$ cat config.mk
export PLATFORM = sky130hd
export DESIGN_NAME = barrel_shifter
export DESIGN_NICKNAME = d
export VERILOG_FILES = /design/src/rtl/barrel_shifter_pkg.sv /design/src/rtl/barrel_shifter_rot_stage.sv /design/src/rtl/barrel_shifter.sv
export SDC_FILE = /design/constraint.sdc
export NUM_CORES = 1
export LEC_CHECK = 0
export BUFFER_PORTS_ARGS = -buffer_cell sky130_fd_sc_hd__buf_2
export CAP_MARGIN = 20
export CORE_AREA = 2 2 39 41
export CTS_CLUSTER_DIAMETER = 80
export DETAILED_ROUTE_END_ITERATION = 16
export DIE_AREA = 0 0 41 43
export HOLD_SLACK_MARGIN = 0.03
export PLACE_DENSITY = 0.78
export SETUP_SLACK_MARGIN = 0.02
export SYNTH_ARGS = -nofsm -noshare
export SYNTH_HDL_FRONTEND = slang
export SYNTH_SLANG_ARGS = --single-unit
$ cat constraint.sdc
create_clock -name clk -period 0.8 [get_ports clk]
set_input_delay 0.16 -clock clk [delete_from_list [all_inputs] [get_ports clk]]
set_output_delay 0.16 -clock clk [all_outputs]
set_load 0.02 [all_outputs]
$ cat src/rtl/barrel_shifter_pkg.sv
// Shared constants for the barrel rotator slice.
package barrel_shifter_pkg;

    localparam int unsigned DefaultWidth = 8;

endpackage

$ cat src/rtl/barrel_shifter_rot_stage.sv
// One rotator stage: rotates left by the constant AMT when sel is high, else passes through.
module rot_stage #(
    parameter int unsigned WIDTH = 8,
    parameter int unsigned AMT   = 1
) (
    input  logic             sel,
    input  logic [WIDTH-1:0] din,
    output logic [WIDTH-1:0] dout
);

    logic [WIDTH-1:0] rotated;

    // Low bits move up by AMT; the top AMT bits wrap around to the bottom.
    assign rotated = {din[WIDTH-AMT-1:0], din[WIDTH-1:WIDTH-AMT]};
    assign dout    = sel ? rotated : din;

endmodule

$ cat src/rtl/barrel_shifter.sv
// Logarithmic left rotator: SHW cascaded mux stages followed by a single output register.
module barrel_shifter
    import barrel_shifter_pkg::*;
#(
    parameter int unsigned WIDTH = DefaultWidth,
    parameter int unsigned SHW   = $clog2(WIDTH)
) (
    input  logic             clk,
    input  logic             rst,
    input  logic [SHW-1:0]   k,
    input  logic [WIDTH-1:0] A_i,
    output logic [WIDTH-1:0] Y_o
);

    // chain[s] is the input to stage s; chain[SHW] is the fully rotated word.
    logic [SHW:0][WIDTH-1:0] chain;
    logic [WIDTH-1:0]        y_q;

    assign chain[0] = A_i;

    for (genvar s = 0; s < SHW; s++) begin : g_stage
        rot_stage #(
            .WIDTH (WIDTH),
            .AMT   (2 ** s)
        ) u_rot_stage (
            .sel  (k[s]),
            .din  (chain[s]),
            .dout (chain[s+1])
        );
    end

    always_ff @(posedge clk or posedge rst) begin
        if (rst) begin
            y_q <= '0;
        end else begin
            y_q <= chain[SHW];
        end
    end

    assign Y_o = y_q;

endmodule

# == Yosys cells after proc, flatten, opt, wreduce, memory -nomap -nowiden ==
# Index checks and enable logic that the tools add are counted.
# word_totals
regBits,8
inputBits,13
output_inout_bits,8
wordCells,4
# op_classes
muxes,3
# op_table
cell,n
8-bit 2-to-1 mux,3

# == Logic depth before layout (Yosys ltp) ==
# Gate-level depths: netlist of run 1.
# depth
word_depth,3
mapped_depth,3

# == By module ==
# A second synthesis of run 1 with hierarchy kept.
# unflattened
hier_cells,36
hier_area_um2,598.1
# by_module_without_submodules
mod,n_inst,cells_each,area_each_um2,seq_area_each_um2
rot_stage,3,9,131.4,0.0
barrel_shifter,1,9,203.9,200.2

# == Worst setup path after synthesis of run 1 ==
# OpenSTA, ideal clock, no wires.
# synth_path
kind,input port to flip-flop
from,input port k[1]
to,"register y_q[0], in the netlist Y_o[0]"
setup_ns,0.125
arrival_ns,1.075
required_time_ns,0.675
setup_slack_ns,-0.400
path_stages,3
path_buffers,1
path_cell_list,buf_6 > mux4_1 > mux2_2
# synth_lines
element,line,source
from (decl),barrel_shifter.sv:10,"input logic [SHW-1:0] k,"
to (signal assigned),barrel_shifter.sv:36,y_q <= chain[SHW];
to (decl),barrel_shifter.sv:17,logic [WIDTH-1:0] y_q;

==> results of run 1 <==
## cell usage in the layout, fill, tap and decap left out
cell type	netlist	final
dfrtp_1	8	8
mux2_4	0	7
mux4_2	0	8
buf_6	2	11
buf_4	0	2
inv_1	1	1
dlygate4sd3_1	0	1
buf_2	0	7
clkbuf_4	0	3
mux2_2	8	1
buf_12	0	2
## cell type report
class	instances	area, um2	area share
multi-input cells	16	297	0.387
repair buffers	23	224	0.292
flip-flops and latches	8	200	0.261
clock buffers	3	22.5	0.0294
well taps	16	20.0	0.0261
inverters	1	3.75	0.00489
## per-layer routing
metal | track usage | vias up | part of all wire
met4 | 0.0800 | 0 | 0.016
li1 | - | 158 | -
met5 | 0 | - | 0
met2 | 0.194 | 23 | 0.53
met3 | 0.0314 | 2 | 0.11
met1 | 0.113 | 170 | 0.34
## repair_timing
action,4_1_cts,5_1_grt
endpoints found under the setup margin,16,16
pin swaps,0,0
resized for setup,31,4
hold endpoints to repair,8,0
hold buffers,1,0
## power groups by stage
| stage | logic, mW | registers [mW] | clock network (mW) |
|---|---|---|---|
| final | 0.459 | 0.479 | 0.297 |
| after global routing | 0.492 | 0.482 | 0.340 |
| after CTS | 0.452 | 0.481 | 0.313 |
| after detailed placement | 0.342 | 0.474 | 0 |
| after global placement | 0.339 | 0.473 | 0 |
| after floorplan | 0.173 | 0.545 | 0 |
## stage by stage
| stage | cells | power [mW] |
|---|---|---|
| after floorplan | 28 | 0.718 |
| final | 67 | 1.24 |
| after global routing | 67 | 1.31 |
| after global placement | 63 | 0.812 |
| after detailed placement | 63 | 0.816 |
| after CTS | 67 | 1.25 |
## logic make-up (layout without fill, tap and decap cells)
logic type	after synthesis	after routing
mux	16	16
buf+inv	4	27
flops	8	8
## worst min-delay path by stage
stage,to,cells past startpoint,start
final,Y_o[2],2,k[0]
after detailed placement,Y_o[3],2,rst
after floorplan,Y_o[0],1,rst
after global placement,Y_o[3],2,rst
after CTS,Y_o[4],2,k[0]
after global routing,Y_o[5],2,k[0]
## synthesized netlist by cell type, drive strengths merged
cell   count  area (um2)
dfrtp      8         200
mux2       8        90.1
mux4       8         210
buf        3        26.3
inv        1        3.75
==> impl_metrics.py, run 1 <==
metrics = {
    "sta": {
        "finalCritPeriodShare": 1.15,
        "slew_headroom": 0.808,
        "rsz0062_at_grt": "yes",
        "whs_ps": 336,
        "drv_slew": 0,
        "fmax_mhz": 1090,
        "worst_slack_ps": -117,
        "setup_viol": 16,
        "post-route-min-period_ps": 917,
        "worst_pin_slew_ps": 288,
        "finalHoldViolCount": 0,
        "fin_tns_setup_ps": -1670,
    },
    "clock_tree": {
        "path_clk_slew_ps": 50,
        "cts.sinks": 8,
        "numCtsBuffers": 3,
        "post_cts_buffers": 0,
        "h-tree-depth": 1,
        "cts_root_buf": "clkbuf_4",
        "tritoncts": "done",
        "cts.path.max_buffers": 2,
    },
    "power_and_ir_drop": {
        "p_comb_frac": 0.372,
        "internal-power_mw": 0.912,
        "p_leak_nw": 0.351,
        "pwr-share-seq": 0.388,
        "sw_frac_of_total": 0.262,
        "clkPwrFrac": 0.240,
        "peakVddDrop_mv": 0.544,
        "p_per_area_mw_per_mm2": 1610,
        "switchingPower_mw": 0.323,
    },
    "yosys": {
        "yosysUniqueCellTypes": 6,
        "ys_seq_elements": 8,
        "synth_simple_gate_area_frac": 0,
        "synth_fp_nets": 41,
        "synth_top_family_by_area": "multiplexers",
        "yosysWarnings": 0,
        "synthMuxAreaShare": 0.566,
        "netlist_instances": 28,
        "avgSynthCellArea_um2": 18.9,
        "synth_compound_area_frac": 0,
        "synth-xor-area-share": 0,
        "synth-adder-area-share": 0,
        "syn-cell-area_um2": 531,
        "synth-seq-area-share": 0.377,
    },
    "run_status": {
        "status": "complete, but fails checks",
        "violations": "negative setup slack",
    },
    "drt": {
        "wl_per_cell_um": 12.8,
        "wl_um": 858,
        "vias_per_cell": 5.27,
        "first_pass_iters": 2,
        "drtIter0Drc": 7,
        "drcViolationCount": 0,
        "ant_nets": 0,
        "vias": 353,
    },
    "critical_path": {
        "crit_buf_inv": 1,
        "cpPeakStageDelay_ps": 490,
        "arrival_ps": 1050,
        "crit_family": "multiplexers",
        "worstSetupPathType": "in2reg",
        "worstSetupStartpointType": "input pin",
        "startpoint": "A_i[5]",
        "endpoint": "Y_o[3]",
        "crit_chain": "buf_2, mux4_2, mux2_4",
        "crit_path_end_kind": "flip-flop",
        "cp_max_fo": 4,
        "critPathSlowestCell": "mux4_2",
        "cp.required_ps": 940,
        "crit_cells": 3,
    },
    "placed_design": {
        "place_area_um2": 609,
        "io_buffers": 20,
        "detailed_place_hpwl_um": 743,
        "pre_cts_slack_ps": -484,
        "gp_congestion": 0.732,
    },
    "finish": {
        "fin_area_um2": 767,
        "nets": 66,
        "largest_reg_flops": 8,
        "final_util": 0.554,
        "drive_above_1_share": 0.804,
        "nFillCells": 118,
        "area_growth_pct": 44.6,
        "antenna_cells": 0,
    },
    "die": {
        "die_x_um": 41,
        "die_h_um": 43,
        "ios": 21,
        "dieArea_mm2": 0.00176,
        "num_rows": 14,
        "core_area_mm2": 0.00138,
        "initial_core_util": 0.383,
    },
    "job": {
        "maxCapViolCount": 0,
    },
    "grt": {
        "grt_pass1_wl_mm": 1.34,
        "gr-total-overflow": 0,
        "grt_pass1_vias": 342,
        "grt_start_max_net_pins": 9,
        "track_usage": 0.116,
        "antenna_found_initial": 0,
    },
    "worst_hold_path": {
        "hold_path_class": "in2reg",
    },
}
Note: power is estimated with default switching activity, not from simulation.
==> run 2, diff against run 1 <==
--- a/config.mk
+++ b/config.mk
@@ -11,6 +11,7 @@
 export CTS_CLUSTER_DIAMETER = 80
 export DETAILED_ROUTE_END_ITERATION = 16
 export DIE_AREA = 0 0 41 43
+export GPL_TIMING_DRIVEN = 0
 export HOLD_SLACK_MARGIN = 0.03
 export PLACE_DENSITY = 0.78
 export SETUP_SLACK_MARGIN = 0.02
==> run 2 against run 1 <==
Net effect:
- total power shrank 0.74%
- the run still ends with negative setup slack left
- clock power down 3%
- non-clock buffer count unchanged
- clock-buffer cell count stayed put
- setup slack worse by 2.4 ps
- largest power group unchanged
- worst hold slack improved by 29 ps
==> impl_metrics.py, run 2 (synthesis results as in run 1) <==
metrics = {
    "run_status": {
        "status": "complete, but fails checks",
        "violations": "negative setup slack",
    },
    "clock_tree": {
        "cts.path.max_buffers": 2,
        "cts_root_buf": "clkbuf_4",
        "h-tree-depth": 1,
        "cts.sinks": 8,
        "tritoncts": "done",
        "numCtsBuffers": 3,
        "path_clk_slew_ps": 50,
    },
    "die": {
        "num_rows": 14,
        "ios": 21,
        "core_area_mm2": 0.00138,
        "die_h_um": 43,
        "initial_core_util": 0.383,
        "dieArea_mm2": 0.00176,
        "die_x_um": 41,
    },
    "placed_design": {
        "io_buffers": 17,
        "pre_cts_slack_ps": -386,
        "gp_congestion": 0.633,
        "place_area_um2": 623,
    },
    "finish": {
        "area_growth_pct": 43.9,
        "final_common_cell": "buf_6",
        "fin_area_um2": 763,
        "final_cell_mix": "buf_6, dfrtp_1, mux4_2, mux2_4, buf_2",
        "drive_above_1_share": 0.784,
        "nets": 66,
        "antenna_cells": 0,
        "largest_reg_flops": 8,
    },
    "grt": {
        "antenna_found_initial": 0,
        "grt_pass1_vias": 354,
        "track_usage": 0.120,
        "gr-total-overflow": 0,
        "grt_start_max_net_pins": 9,
        "grt_pass1_wl_mm": 1.39,
    },
    "drt": {
        "vias": 342,
        "drtIter0Drc": 1,
        "first_pass_iters": 2,
        "drcViolationCount": 0,
        "vias_per_cell": 5.10,
        "wl_per_cell_um": 12.1,
        "ant_nets": 0,
        "wl_um": 808,
    },
    "critical_path": {
        "critPathSlowestCell": "mux4_2",
        "cpPeakStageDelay_ps": 510,
        "crit_chain": "buf_12, mux4_2, mux2_4",
        "crit_path_end_kind": "flip-flop",
        "worstSetupPathType": "in2reg",
        "arrival_ps": 1050,
        "worstSetupStartpointType": "input pin",
        "cp.required_ps": 930,
        "cp_max_fo": 6,
    },
    "sta": {
        "slew_headroom": 0.626,
        "finalHoldViolCount": 0,
        "fmax_mhz": 1090,
        "whs_ps": 365,
        "worst_slack_ps": -120,
        "post-route-min-period_ps": 920,
        "drv_slew": 0,
        "worst_pin_slew_ps": 560,
        "rsz0062_at_grt": "yes",
        "setup_viol": 16,
        "finalCritPeriodShare": 1.15,
    },
    "worst_hold_path": {
        "holdPathStages": 3,
        "hold_path_class": "in2reg",
    },
    "power_and_ir_drop": {
        "p_leak_nw": 0.351,
        "peakVddDrop_mv": 0.670,
        "p_per_area_mw_per_mm2": 1610,
    },
    "job": {
        "maxCapViolCount": 0,
    },
}
## run 2: cell counts in the layout (fill, tap and decap cells not counted)
No cell type changed its count.
## run 2: worst paths after layout
path | start | end | slack, ps
setup / recovery | k[2] | Y_o[2] | -120
hold / removal | k[2] | Y_o[5] | 360
max in group asynchronous | rst | Y_o[2] | 190
min in group asynchronous | rst | Y_o[6] | 390
## run 2: power by group
group	total, mW	switching, mW	leakage [nW]	internal [mW]
sequential	0.480	0.0227	0.0932	0.457
combinational	0.458	0.173	0.244	0.285
clock	0.288	0.118	0.0138	0.170
total	1.23	0.314	0.351	0.912
## run 2: final cells by class
cell class | count | area [um2]
Timing Repair Buffer | 20 | 173
Buffer | 3 | 43.8
Fill cell | 111 | 621
Tap cell | 16 | 20.0
Sequential cell | 8 | 200
Multi-Input combinational cell | 16 | 300
Clock buffer | 3 | 22.5
Inverter | 1 | 3.75
## run 2: worst max-delay path, delay by kind of cell
| kind | cells | cell delay, ps |
|---|---|---|
| mux | 2 | 790 |
| buf+inv | 1 | 90 |
## run 2: repair_timing
item,4_1_cts,5_1_grt
hold buffers,1,0
resized for setup,21,5
buffers inserted,2,0
endpoints found under the setup margin,16,16
endpoints found under the hold margin,8,0
## run 2: per-layer routing
layer	vias up	global-route usage	part of all wire
li1	158	-	-
met1	163	0.126	0.36
met2	21	0.194	0.54
met3	0	0.0157	0.099
met4	0	0.100	0
met5	-	0	0
## run 2: per-stage QoR
stage	setup TNS [ps]	std cells	util	total power [mW]
2_1_floorplan	-2660	28	-	0.718
3_3_place_gp	-2980	61	0.450	0.816
3_5_place_dp	-2970	61	0.450	0.819
4_1_cts	-1670	67	0.536	1.23
5_1_grt	-1950	67	0.552	1.30
6_report	-1660	67	0.552	1.23
